==> src/rtl/pipeline_hazard_if.sv <==
// ID/EX/WB-facing signal bundle for the hazard controller.
// The pipeline side drives ID/WB/branch inputs; the controller drives the enables.
interface pipeline_hazard_if #(
    parameter int PC_W  = 8,
    parameter int CNT_W = 16
);
    logic             id_valid;
    logic [4:0]       id_rs;
    logic [4:0]       id_rt;
    logic             id_uses_rs;
    logic             id_uses_rt;
    logic             id_writes;
    logic [4:0]       id_rd;
    logic             BranchTaken;
    logic [PC_W-1:0]  BranchTarget;
    logic             wb_writes;
    logic [4:0]       wb_rd;

    logic             pc_en;
    logic             if_id_en;
    logic             if_id_flush;
    logic             id_ex_bubble;
    logic             pc_sel_branch;
    logic [PC_W-1:0]  pc_target;
    logic             issue;
    logic [31:0]      busy_mask;
    logic [CNT_W-1:0] stall_cnt;

    modport master (
        output id_valid, id_rs, id_rt, id_uses_rs, id_uses_rt, id_writes, id_rd,
               BranchTaken, BranchTarget, wb_writes, wb_rd,
        input  pc_en, if_id_en, if_id_flush, id_ex_bubble, pc_sel_branch,
               pc_target, issue, busy_mask, stall_cnt
    );

    modport slave (
        input  id_valid, id_rs, id_rt, id_uses_rs, id_uses_rt, id_writes, id_rd,
               BranchTaken, BranchTarget, wb_writes, wb_rd,
        output pc_en, if_id_en, if_id_flush, id_ex_bubble, pc_sel_branch,
               pc_target, issue, busy_mask, stall_cnt
    );
endinterface

==> src/rtl/pipeline_hazard_ctrl.sv <==
// Pipeline sequencing: register scoreboard stalls in ID, branch flush FSM,
// PC redirect to the latched target, and a saturating stall counter.
module pipeline_hazard_ctrl #(
    parameter int FLUSH_CYCLES = 2,
    parameter int PC_W         = 8,
    parameter int CNT_W        = 16
) (
    input logic               clk,
    input logic               rst,
    pipeline_hazard_if.slave  bus
);
    typedef enum logic [1:0] {RUN, STALL, FLUSH} state_t;

    localparam logic [2:0] FC_LAST = 3'(FLUSH_CYCLES - 1);

    state_t           state, state_nxt;
    logic [2:0]       flush_cnt, flush_cnt_nxt;
    logic [31:0]      busy, busy_nxt;
    logic [PC_W-1:0]  pc_target;
    logic [CNT_W-1:0] stall_cnt;

    logic hazard;
    logic stall;
    logic pc_en, if_id_en, if_id_flush, id_ex_bubble, pc_sel_branch, issue;

    // No bypass: a WB clear this cycle does not hide the pending bit yet.
    assign hazard = bus.id_valid &
                    ((bus.id_uses_rs & busy[bus.id_rs] & (bus.id_rs != 5'd0)) |
                     (bus.id_uses_rt & busy[bus.id_rt] & (bus.id_rt != 5'd0)));

    always_ff @(posedge clk) begin
        if (rst) begin
            state     <= RUN;
            flush_cnt <= '0;
        end else begin
            state     <= state_nxt;
            flush_cnt <= flush_cnt_nxt;
        end
    end

    always_comb begin
        state_nxt     = state;
        flush_cnt_nxt = flush_cnt;
        if (bus.BranchTaken) begin
            state_nxt     = FLUSH;
            flush_cnt_nxt = FC_LAST;
        end else if (state == FLUSH) begin
            if (flush_cnt == 3'd0) state_nxt = RUN;
            else                   flush_cnt_nxt = flush_cnt - 3'd1;
        end else begin
            state_nxt = hazard ? STALL : RUN;
        end
    end

    always_comb begin
        pc_en         = 1'b1;
        if_id_en      = 1'b1;
        if_id_flush   = 1'b0;
        id_ex_bubble  = 1'b0;
        pc_sel_branch = 1'b0;
        issue         = 1'b0;
        stall         = 1'b0;
        if (!rst) begin
            // The redirect lands on the first FLUSH cycle even if a new branch restarts it.
            pc_sel_branch = (state == FLUSH) && (flush_cnt == FC_LAST);
            if (bus.BranchTaken || state == FLUSH) begin
                if_id_flush  = 1'b1;
                id_ex_bubble = 1'b1;
            end else if (hazard) begin
                pc_en        = 1'b0;
                if_id_en     = 1'b0;
                id_ex_bubble = 1'b1;
                stall        = 1'b1;
            end else begin
                issue = bus.id_valid;
            end
        end
    end

    // New producer wins over a same-cycle retire of the same register.
    always_comb begin
        busy_nxt = busy;
        if (bus.wb_writes)             busy_nxt[bus.wb_rd] = 1'b0;
        if (issue && bus.id_writes)    busy_nxt[bus.id_rd] = 1'b1;
        busy_nxt[0] = 1'b0;
    end

    always_ff @(posedge clk) begin
        if (rst) begin
            busy      <= '0;
            pc_target <= '0;
            stall_cnt <= '0;
        end else begin
            busy <= busy_nxt;
            if (bus.BranchTaken) pc_target <= bus.BranchTarget;
            if (stall && stall_cnt != '1) stall_cnt <= stall_cnt + CNT_W'(1);
        end
    end

    assign bus.pc_en         = pc_en;
    assign bus.if_id_en      = if_id_en;
    assign bus.if_id_flush   = if_id_flush;
    assign bus.id_ex_bubble  = id_ex_bubble;
    assign bus.pc_sel_branch = pc_sel_branch;
    assign bus.pc_target     = pc_target;
    assign bus.issue         = issue;
    assign bus.busy_mask     = busy;
    assign bus.stall_cnt     = stall_cnt;
endmodule

==> src/flat_wrapper.sv <==
// flat-port wrapper written by rule: the top's interface ports become plain ports
module pipeline_hazard_ctrl_flat 
#(
    parameter int FLUSH_CYCLES = 2,
    parameter int PC_W         = 8,
    parameter int CNT_W        = 16
)
  (clk, rst, bus_id_valid, bus_id_rs, bus_id_rt, bus_id_uses_rs, bus_id_uses_rt, bus_id_writes, bus_id_rd, bus_BranchTaken, bus_BranchTarget, bus_wb_writes, bus_wb_rd, bus_pc_en, bus_if_id_en, bus_if_id_flush, bus_id_ex_bubble, bus_pc_sel_branch, bus_pc_target, bus_issue, bus_busy_mask, bus_stall_cnt);
  pipeline_hazard_if #(.PC_W(PC_W), .CNT_W(CNT_W)) bus_i ();
  input logic clk;
  input logic rst;
  input wire logic [$bits(bus_i.id_valid)-1:0] bus_id_valid;
  input wire logic [$bits(bus_i.id_rs)-1:0] bus_id_rs;
  input wire logic [$bits(bus_i.id_rt)-1:0] bus_id_rt;
  input wire logic [$bits(bus_i.id_uses_rs)-1:0] bus_id_uses_rs;
  input wire logic [$bits(bus_i.id_uses_rt)-1:0] bus_id_uses_rt;
  input wire logic [$bits(bus_i.id_writes)-1:0] bus_id_writes;
  input wire logic [$bits(bus_i.id_rd)-1:0] bus_id_rd;
  input wire logic [$bits(bus_i.BranchTaken)-1:0] bus_BranchTaken;
  input wire logic [$bits(bus_i.BranchTarget)-1:0] bus_BranchTarget;
  input wire logic [$bits(bus_i.wb_writes)-1:0] bus_wb_writes;
  input wire logic [$bits(bus_i.wb_rd)-1:0] bus_wb_rd;
  output wire logic [$bits(bus_i.pc_en)-1:0] bus_pc_en;
  output wire logic [$bits(bus_i.if_id_en)-1:0] bus_if_id_en;
  output wire logic [$bits(bus_i.if_id_flush)-1:0] bus_if_id_flush;
  output wire logic [$bits(bus_i.id_ex_bubble)-1:0] bus_id_ex_bubble;
  output wire logic [$bits(bus_i.pc_sel_branch)-1:0] bus_pc_sel_branch;
  output wire logic [$bits(bus_i.pc_target)-1:0] bus_pc_target;
  output wire logic [$bits(bus_i.issue)-1:0] bus_issue;
  output wire logic [$bits(bus_i.busy_mask)-1:0] bus_busy_mask;
  output wire logic [$bits(bus_i.stall_cnt)-1:0] bus_stall_cnt;
  assign bus_i.id_valid = bus_id_valid;
  assign bus_i.id_rs = bus_id_rs;
  assign bus_i.id_rt = bus_id_rt;
  assign bus_i.id_uses_rs = bus_id_uses_rs;
  assign bus_i.id_uses_rt = bus_id_uses_rt;
  assign bus_i.id_writes = bus_id_writes;
  assign bus_i.id_rd = bus_id_rd;
  assign bus_i.BranchTaken = bus_BranchTaken;
  assign bus_i.BranchTarget = bus_BranchTarget;
  assign bus_i.wb_writes = bus_wb_writes;
  assign bus_i.wb_rd = bus_wb_rd;
  assign bus_pc_en = bus_i.pc_en;
  assign bus_if_id_en = bus_i.if_id_en;
  assign bus_if_id_flush = bus_i.if_id_flush;
  assign bus_id_ex_bubble = bus_i.id_ex_bubble;
  assign bus_pc_sel_branch = bus_i.pc_sel_branch;
  assign bus_pc_target = bus_i.pc_target;
  assign bus_issue = bus_i.issue;
  assign bus_busy_mask = bus_i.busy_mask;
  assign bus_stall_cnt = bus_i.stall_cnt;
  pipeline_hazard_ctrl #(.FLUSH_CYCLES(FLUSH_CYCLES), .PC_W(PC_W), .CNT_W(CNT_W)) u_core (.clk(clk), .rst(rst), .bus(bus_i));
endmodule
==> config.mk <==
export PLATFORM = sky130hd
export DESIGN_NAME = pipeline_hazard_ctrl_flat
export DESIGN_NICKNAME = d
export VERILOG_FILES = /design/src/rtl/pipeline_hazard_if.sv /design/src/rtl/pipeline_hazard_ctrl.sv /design/src/flat_wrapper.sv
export SDC_FILE = /design/constraint.sdc
export NUM_CORES = 1
export LEC_CHECK = 0
export ABC_CLOCK_PERIOD_IN_PS = 2900
export BUFFER_PORTS_ARGS = -buffer_cell sky130_fd_sc_hd__buf_2
export CELL_PAD_IN_SITES_DETAIL_PLACEMENT = 2
export CELL_PAD_IN_SITES_GLOBAL_PLACEMENT = 2
export CORE_ASPECT_RATIO = 0.9
export CORE_MARGIN = 2
export CORE_UTILIZATION = 31
export CTS_BUF_LIST = sky130_fd_sc_hd__clkbuf_4 sky130_fd_sc_hd__clkbuf_8 sky130_fd_sc_hd__clkbuf_16
export DETAILED_ROUTE_END_ITERATION = 10
export HOLD_SLACK_MARGIN = 0.15
export PLACE_DENSITY = 0.82
export SYNTH_ARGS = -nofsm -noshare
export SYNTH_HDL_FRONTEND = slang
export SYNTH_SLANG_ARGS = --single-unit
==> constraint.sdc <==
create_clock -name clk -period 2.9 [get_ports clk]
set_input_delay 0.29 -clock clk [delete_from_list [all_inputs] [get_ports clk]]
set_output_delay 0.29 -clock clk [all_outputs]
set_load 0.1 [all_outputs]
==> results.tsv, run 1 <==
metric	value	unit
status	finished clean	
instance area at placement	0.004128	mm2
# IOs	98	
vias post-DR	3624	
Port Buf Inserts	96	
r2r endpoint	u_core.bus.busy_mask[13]$_SDFF_PP0_	
CTS H-Tree Depth	3	
Seq/Total Area, Yosys	35.06	%
synth top area cells	dfxtp_1 (35%), mux4_2 (7.2%), nand3_1 (4.1%)	
largest area contributor in the netlist	dfxtp_1	
# rows	36	
WP depth	8	
CP max FO	26	
DIE AREA	0.01191	mm2
postcts setup bufs	0	
actual slew at the worst max-slew pin	0.8275	ns
RSZ-0062 raised after global routing	true	
Critical Path AT	2.51	ns
Clock Path Buffers	2	
Synth Area in XOR/XNOR	0.5113	%
Top cell by count, worst path	buf_12	
Inst Count DP	587	
complex-gate fraction of the synthesized area	17.35	%
Clk Latency, worst-skew pair	0.33	ns
CP max stage delay	0.46	ns
Die Width	114.8	um
fin nets	505	
post-synthesis async set-or-reset flop share	0	%
critical path cell sequence	mux4_2, mux2i_1, nor2_1, a211oi_2, and3_4, buf_12, and2_2, buf_12	
Final Power	2545	uW
Post-Place Setup Slack	-0.08809	ns
Num CTS Buffers	9	
FF-to-FF setup slack	0.39	ns
Period minus WS final	2.804	ns
routability cong.	0.8067	
Die Y	103.7	um
synth unique cells	55	
via/cell ratio	6.010	
CTS Sinks	60	
CP endpoint kind	output port	
Synth-to-Final Area Change	32.69	%
Post-DRT Antenna Nets	0	
Final Hold Viols	0	
Slew headroom	44.46	%
reg2reg start	u_core.bus.busy_mask[31]$_SDFF_PP0_	
Multi-input gate area	0.002061	mm2
CP startpoint kind	register	
Setup crit end	bus_issue	
count of pins over their slew limit	0	
Global Route Usage Sum	25.05	%
grt ovf	0	
Post-Syn Instances	381	
Max Clk Rate	0.3566	GHz
post-synthesis mux area share	13.66	%
register area	0.001310	mm2
maxcap violations	0	
leak pwr	0.001831	uW
most common cell in the netlist	dfxtp_1	
Final Non-Filler Cells	603	
wire per inst	24.19	um
syn_area_per_cell	8.992	um2
top cell type's share of synthesized area	35.06	%
critical path class	register to output port	
ant diodes	0	
YS warnings	0	
Main synth FF type	dfxtp_1	
initial drt markers	223	
R2R cell count	8	
layout cells sized above 1	40.43	%
Final Cycle Share	96.70	%
Post-Synthesis Cell Area	0.003426	mm2
largest family of logic cells by synthesized area	simple AND/OR/NAND/NOR gates	
CTS tree	done	
pwr dens	559.9	mW/mm2
Synth Net Count	421	
Post-Synth Simple-Gate Area	25.79	%
Critical Path Start	u_core.bus.busy_mask[31]$_SDFF_PP0_	
first-pass GRT wire length	22.99	mm
drt first pass iters	4	
initial antenna violation count	1	
Routed WL	14.58	mm
HPWL after DPL	10.39	mm
Residual DRC	0	
Adder-Cell Fraction of Synth Area	1.461	%
Yosys reg bits	60	
final worst setup slack	0.09566	ns
slowest library cell on the worst path	mux4_2	
final setup skew	0.01196	ns
top post-synthesis cells by count	dfxtp_1 (60), nand2_1 (30), nand3_1 (28), nor2_1 (25), o21ai_0 (20)	
largest net degree at the start of global routing	36	
CORE AREA	0.01081	mm2
Layout fillers	1188	
required time of the worst setup path	2.61	ns
worst hold-check path type	input port to register	
Worst-path clk slew	0.06	ns
setup violators final	0	
Bufs and invs on worst path	2	
Initial Util	31.69	%
Design Area, Final	0.004546	mm2
maximum VDD drop	269.8	uV
Crit path max-delay family	multiplexers	
Root Driver	clkbuf_16	
vias in the first global route	4016	
hold path start	bus_BranchTarget[4]	
EDFF count, synth	0	
==> where the power goes <==
group	internal [uW]	switching, uW	total (uW)
logic	82.9	231	313
clock network	1010	404	1420
registers	810	6.38	816
==> stage by stage <==
stage               setup TNS (ns)  utilization [%]  hold WS [ns]
floorplan                -0.006525                -        0.3731
detailed placement         -0.6452            38.18        0.4864
CTS                              0            42.01        0.2087
global placement                 0            38.18        0.4678
global route                     0            42.05        0.2412
finish                           0            42.05        0.2102
==> kinds of logic after synthesis <==
group           after synthesis
simple gates                158
mux                          32
compound gates               85
other cells                   1
flops                        60
xor+xnor                      2
buf+inv                      39
fa+ha+maj                     4
==> sequential cells by signal (all words and copies together), names as in the netlist <==
name,count
u_core.bus.busy_mask,31
u_core.bus.stall_cnt,16
u_core.bus.pc_target,8
u_core.flush_cnt,3
u_core.state,2
==> layout make-up <==
| class | count | area share (%) |
|---|---|---|
| flip-flops and latches | 60 | 28.82 |
| well taps | 133 | 3.661 |
| repair buffers | 101 | 12.66 |
| clock inverters | 7 | 3.578 |
| multi-input cells | 282 | 45.33 |
| clock buffers | 9 | 4.955 |
| inverters | 11 | 0.9909 |
==> cell usage in the layout (no fill, tap or decap), drive strengths merged, types with 3 or more instances in the layout <==
| cell type | count |
|---|---|
| mux4 | 11 |
| nor2 | 25 |
| nand3b | 8 |
| nand3 | 28 |
| nor3b | 4 |
| and3 | 8 |
| o311ai | 4 |
| a2111oi | 3 |
| a21oi | 8 |
| o31ai | 20 |
| bufinv | 5 |
| nand4 | 5 |
| ha | 4 |
| or4 | 5 |
| a311oi | 3 |
| buf | 101 |
| or3b | 4 |
| or2 | 7 |
| inv | 9 |
| o21ai | 20 |
| nand2 | 30 |
| o211ai | 16 |
| mux2 | 8 |
| clkbuf | 9 |
| nor2b | 9 |
| nor3 | 8 |
| nand2b | 3 |
| a31oi | 3 |
| nor4 | 3 |
| mux2i | 13 |
| dfxtp | 60 |
==> layer usage <==
metal	share of wire (%)	vias to the layer above	global-route usage [%]
met4	3.2	2	9.122
li1	-	1616	-
met2	53	123	44.21
met3	4.3	41	4.798
met1	40	1842	29.95
met5	0.089	-	0
==> tightest hold or removal path, cell delays in order <==
cell	delay (ns)
buf_2	0.07
mux2i_1	0.06
nor2_1	0.08
==> worst min path at each step <==
| stage | slack [ns] | depth (start not counted) | endpoint |
|---|---|---|---|
| after floorplan | 0.37 | 1 | u_core.flush_cnt[1]$_SDFFE_PP0P_ |
| after global placement | 0.47 | 2 | u_core.bus.pc_target[6]$_SDFFE_PP0P_ |
| after detailed placement | 0.49 | 2 | u_core.bus.pc_target[4]$_SDFFE_PP0P_ |
| after CTS | 0.21 | 3 | u_core.bus.pc_target[4]$_SDFFE_PP0P_ |
| after global routing | 0.24 | 3 | u_core.bus.pc_target[7]$_SDFFE_PP0P_ |
| final | 0.21 | 3 | u_core.bus.pc_target[4]$_SDFFE_PP0P_ |
==> what timing repair did <==
item                       CTS  global route
setup endpoints to repair   15             3
pin swaps                    0             3
hold buffers                 0             0
resized for setup            7             1
Power figures use the tool's default switching activity.
==> run 2: changes to the inputs <==
- CORE_MARGIN: 2 -> unset
==> results.tsv, run 2 (synthesis results as in run 1) <==
metric	value	unit	change
Layout fillers	1197		+0.76%
Num CTS Buffers	9		unchanged
DIE AREA	0.01148	mm2	-3.6%
Clock Path Buffers	2		unchanged
CORE AREA	0.01081	mm2	unchanged
Period minus WS final	2.766	ns	-0.03835 ns
max layer used	met4		
via/cell ratio	5.887		-2.0%
ant diodes	0		unchanged
met2 routed WL	6.965	mm	-9.1%
Worst-path clk slew	0.06	ns	about the same
first-pass GRT wire length	21.38	mm	-7.0%
most common cell after layout, fill and taps aside	buf_2		
vias post-DR	3550		-2.0%
critical path class	register to output port		
final worst setup slack	0.1340	ns	+0.03835 ns
CTS tree	done		
# rows	36		unchanged
maximum VDD drop	249.0	uV	-7.7%
pwr dens	479.8	mW/mm2	-14%
wire per inst	22.97	um	-5.0%
Die Y	101.7	um	-1.9%
initial antenna violation count	0		-1
fin nets	505		unchanged
layout cells sized above 1	40.00	%	-0.43 points
Critical Path AT	2.48	ns	-0.03 ns
Bufs and invs on worst path	2		unchanged
most frequent cells in the layout	buf_2 (93), nand2_1 (30), dfxtp_1 (29), nand3_1 (28), dfxtp_4 (28)		
Final Cycle Share	95.38	%	-1.3 points
leak pwr	0.001782	uW	-2.7%
initial drt markers	151		-32%
routability cong.	0.8396		+4.1%
M1 wire length	5.863	mm	+0.93%
Synth-to-Final Area Change	29.00	%	
Crit path max-delay family	compound AO/OA/AOI/OAI gates		
Die Width	112.8	um	-1.7%
drt first pass iters	4		unchanged
actual slew at the worst max-slew pin	0.5922	ns	-0.2353 ns
Clk Latency, worst-skew pair	0.33	ns	about the same
Residual DRC	0		unchanged
Routed WL	13.85	mm	-5.0%
Inst Count DP	587		unchanged
CP max stage delay	0.44	ns	-0.02 ns
slowest library cell on the worst path	a31oi_1		
worst hold-check path type	input port to register		
largest net degree at the start of global routing	36		unchanged
Root Driver	clkbuf_16		
Port Buf Inserts	96		unchanged
final setup skew	0.008043	ns	-0.003914 ns
# IOs	98		unchanged
Post-Route Utilization	40.88	%	-1.2 points
Final Hold Viols	0		unchanged
CTS Sinks	60		unchanged
Post-DRT Antenna Nets	0		unchanged
status	finished clean		
Max Clk Rate	0.3615	GHz	+1.4%
Initial Util	31.69	%	unchanged
Setup TNS	0	ns	unchanged
required time of the worst setup path	2.61	ns	about the same
Global Route Usage Sum	25.00	%	-0.049 points
CP endpoint kind	output port		
count of pins over their slew limit	0		unchanged
HPWL after DPL	9.882	mm	-4.9%
CP startpoint kind	register		
Slew headroom	59.50	%	+15 points
Post-Place Setup Slack	0.02123	ns	+0.1093 ns
metal3 WL	680	um	+8.3%
CP max FO	4		-85%
setup violators final	0		unchanged
CTS H-Tree Depth	3		unchanged
grt ovf	0		unchanged
vias in the first global route	3757		-6.4%
critical path cell sequence	nor2b_1, a2111oi_0, a311oi_1, a211oi_2, a31oi_1, clkinvlp_4, buf_12		
Final Non-Filler Cells	603		unchanged
max reg flops	31		unchanged
RSZ-0062 raised after global routing	false		
maxcap violations	0		unchanged
[run 2: metal layers]
layer  GRT usage, %  up-vias
li1               -     1610
met1          30.04     1787
met2          43.68      126
met3          6.044       27
met4          9.231        0
met5              0        -
[run 2: worst reg2reg max path, cell delays in order (launching register included)]
cell and delay [ns]:
dfxtp_4 0.36, mux4_2 0.52, nor2b_1 0.17, nor4_1 0.08, a211oi_2 0.27, and3_4 0.31
nand4_4 0.27, o31ai_1 0.36
[run 2: path summary, 6_finish.rpt]
kind / slack, ns / startpoint / end / depth (start not counted)
max: 0.13 / u_core.bus.busy_mask[10]$_SDFF_PP0_ / bus_pc_en / 7
min: 0.22 / bus_BranchTarget[1] / u_core.bus.pc_target[1]$_SDFFE_PP0P_ / 3
max reg2reg: 0.46 / u_core.bus.busy_mask[7]$_SDFF_PP0_ / u_core.bus.busy_mask[17]$_SDFF_PP0_ / 7
min reg2reg: 0.51 / u_core.bus.pc_target[6]$_SDFFE_PP0P_ / u_core.bus.pc_target[6]$_SDFFE_PP0P_ / 2
[run 2: power by group]
part / switching, uW / internal, uW
Combinational: 226 / 81.8
Sequential: 6.28 / 810
Clock: 392 / 604
[run 2: cell type report]
class	instances	area (um2)	share of cell area (%)
multi-input combinational	282	2048	46.35
clock inverter	5	27.53	0.6229
inverter	11	45.04	1.019
sequential	60	1310	29.64
tap	133	166.4	3.766
timing repair buffer	101	575.6	13.02
clock buffer	11	246.5	5.578
[run 2: repair_timing]
item / CTS / global route
hold buffers: 0 / 0
resized for setup: 1 / 3
endpoints found under the setup margin: 2 / 2
endpoints found under the hold margin: 0 / 0
buffers inserted: 0 / 0
[run 2: per-stage QoR]
stage / total power (uW) / hold WS [ns] / instance area [um2]
global route: 2200 / 0.2189 / 4419
CTS: 2138 / 0.2102 / 4403
floorplan: 1048 / 0.3731 / 3552
finish: 2120 / 0.2156 / 4419
global placement: 1123 / 0.4709 / 4128
detailed placement: 1133 / 0.4863 / 4128
==> run 3: changes to the inputs <==
--- a/config.mk
+++ b/config.mk
@@ -16,4 +16,5 @@
 export HOLD_SLACK_MARGIN = 0.15
 export PLACE_DENSITY = 0.82
+export SKIP_LAST_GASP = 1
 export SYNTH_ARGS = -nofsm -noshare
 export SYNTH_HDL_FRONTEND = slang
==> constraint.sdc (replaced) <==
create_clock -name clk -period 2.9 [get_ports clk]
set_input_delay 0.145 -clock clk [delete_from_list [all_inputs] [get_ports clk]]
set_output_delay 0.145 -clock clk [all_outputs]
set_load 0.1 [all_outputs]
==> results.tsv, run 3 (synthesis results as in run 1) <==
metric	value	unit	change
# rows	36		unchanged
Port Buf Inserts	96		unchanged
count of pins over their slew limit	0		unchanged
critical path class	register to output port		
Clock Path Buffers	2		unchanged
worst hold-check path type	input port to register		
initial antenna violation count	0		unchanged
vias in the first global route	3750		-0.19%
Die Y	101.7	um	unchanged
CP endpoint kind	output port		
Die Width	112.8	um	unchanged
actual slew at the worst max-slew pin	0.6938	ns	+0.1016 ns
CTS tree	done		
Clk Latency, worst-skew pair	0.32	ns	about the same
final setup skew	0.01119	ns	+0.003145 ns
via/cell ratio	5.845		-0.72%
Routed WL	13.74	mm	-0.79%
CP max FO	4		unchanged
Final Non-Filler Cells	612		+1.5%
routability cong.	0.8226		-2.0%
Design Area, Final	0.004393	mm2	-0.59%
first-pass GRT wire length	21.44	mm	+0.26%
Max Clk Rate	0.3711	GHz	+2.6%
Residual DRC	0		unchanged
Initial Util	31.69	%	unchanged
Synth-to-Final Area Change	28.23	%	
Setup TNS	0	ns	unchanged
# hold bufs at CTS	8		+8
CTS Sinks	60		unchanged
fin nets	515		+2.0%
vias post-DR	3577		+0.76%
Inst Count DP	589		+0.34%
most common cell after layout, fill and taps aside	buf_2		
required time of the worst setup path	2.76	ns	+0.15 ns
ant diodes	0		unchanged
grt ovf	0		unchanged
HPWL after DPL	9.592	mm	-2.9%
RSZ-0062 raised after global routing	false		
maxcap violations	0		unchanged
maximum VDD drop	268.5	uV	+7.8%
DIE AREA	0.01148	mm2	unchanged
layout cells sized above 1	38.62	%	-1.4 points
Root Driver	clkbuf_16		
postcts setup bufs	0		unchanged
CTS H-Tree Depth	3		unchanged
CORE AREA	0.01081	mm2	unchanged
Critical Path AT	2.55	ns	+0.07 ns
leak pwr	0.001792	uW	+0.55%
max reg flops	31		unchanged
Post-DRT Antenna Nets	0		unchanged
Final Hold Viols	0		unchanged
initial drt markers	115		-24%
setup violators final	0		unchanged
largest net degree at the start of global routing	37		+2.8%
CP startpoint kind	register		
instance area at placement	0.004041	mm2	-2.1%
Slew headroom	53.64	%	-5.9 points
most frequent cells in the layout	buf_2 (95), nand2_1 (30), dfxtp_1 (29), nand3_1 (28), dfxtp_2 (26)		
CTS resizes	0		-1
drt first pass iters	4		unchanged
# IOs	98		unchanged
Layout fillers	1209		+1.0%
Num CTS Buffers	9		unchanged
status	finished clean		
Global Route Usage Sum	24.75	%	-0.25 points
Worst-path clk slew	0.06	ns	about the same
Final Cycle Share	92.92	%	-2.5 points
pwr dens	485.8	mW/mm2	+1.3%
wire per inst	22.45	um	-2.3%
Period minus WS final	2.695	ns	-0.07122 ns
==> run 3: cell type report <==
| cell class | instances | area [um2] | share of cell area [%] |
|---|---|---|---|
| Inverter | 11 | 45.04 | 1.025 |
| Sequential cell | 60 | 1252 | 28.51 |
| Timing Repair Buffer | 111 | 628.1 | 14.30 |
| Multi-Input combinational cell | 282 | 2029 | 46.20 |
| Clock inverter | 4 | 25.02 | 0.5696 |
| Tap cell | 133 | 166.4 | 3.788 |
| Clock buffer | 11 | 246.5 | 5.611 |
==> run 3: worst paths after layout <==
path                                        start                                   end  slack [ns]  cells after the start
min reg2reg  u_core.bus.pc_target[2]$_SDFFE_PP0P_  u_core.bus.pc_target[2]$_SDFFE_PP0P_        0.50                      2
min                                  bus_id_rd[3]   u_core.bus.busy_mask[24]$_SDFF_PP0_        0.20                      3
max           u_core.bus.busy_mask[10]$_SDFF_PP0_                          bus_if_id_en        0.21                      7
max reg2reg   u_core.bus.busy_mask[10]$_SDFF_PP0_   u_core.bus.busy_mask[17]$_SDFF_PP0_        0.37                      8
==> run 3: per-layer routing <==
| metal | global-route usage [%] | part of all wire, % |
|---|---|---|
| met1 | 28.59 | 41 |
| met2 | 44.35 | 52 |
| met3 | 6.104 | 4.7 |
| met4 | 9.744 | 2.2 |
| met5 | 0 | 0 |
==> run 3: report_power, final <==
group	switching (uW)	internal (uW)
logic	229	85.7
registers	7.01	831
clock network	377	604
==> run 3: worst max-delay path, stage by stage (launching register included) <==
cell and delay, ns:
dfxtp_2 0.35, nor2b_1 0.13, a2111oi_0 0.49, a311oi_1 0.14
a211oi_1 0.29, a31oi_1 0.23, clkinvlp_4 0.17, buf_2 0.43
==> run 3: per-stage QoR <==
stage          total power, uW  utilization, %  setup WS [ns]  hold slack (ns)
6_report                  2134           40.64         0.2052           0.1959
5_1_grt                   2214           40.64        0.06666           0.2014
2_1_floorplan             1068               -       0.001152           0.2281
3_3_place_gp              1140           37.38         0.4539           0.3827
3_5_place_dp              1151           37.38         0.2947           0.3945
4_1_cts                   2147           40.64         0.1628           0.1801
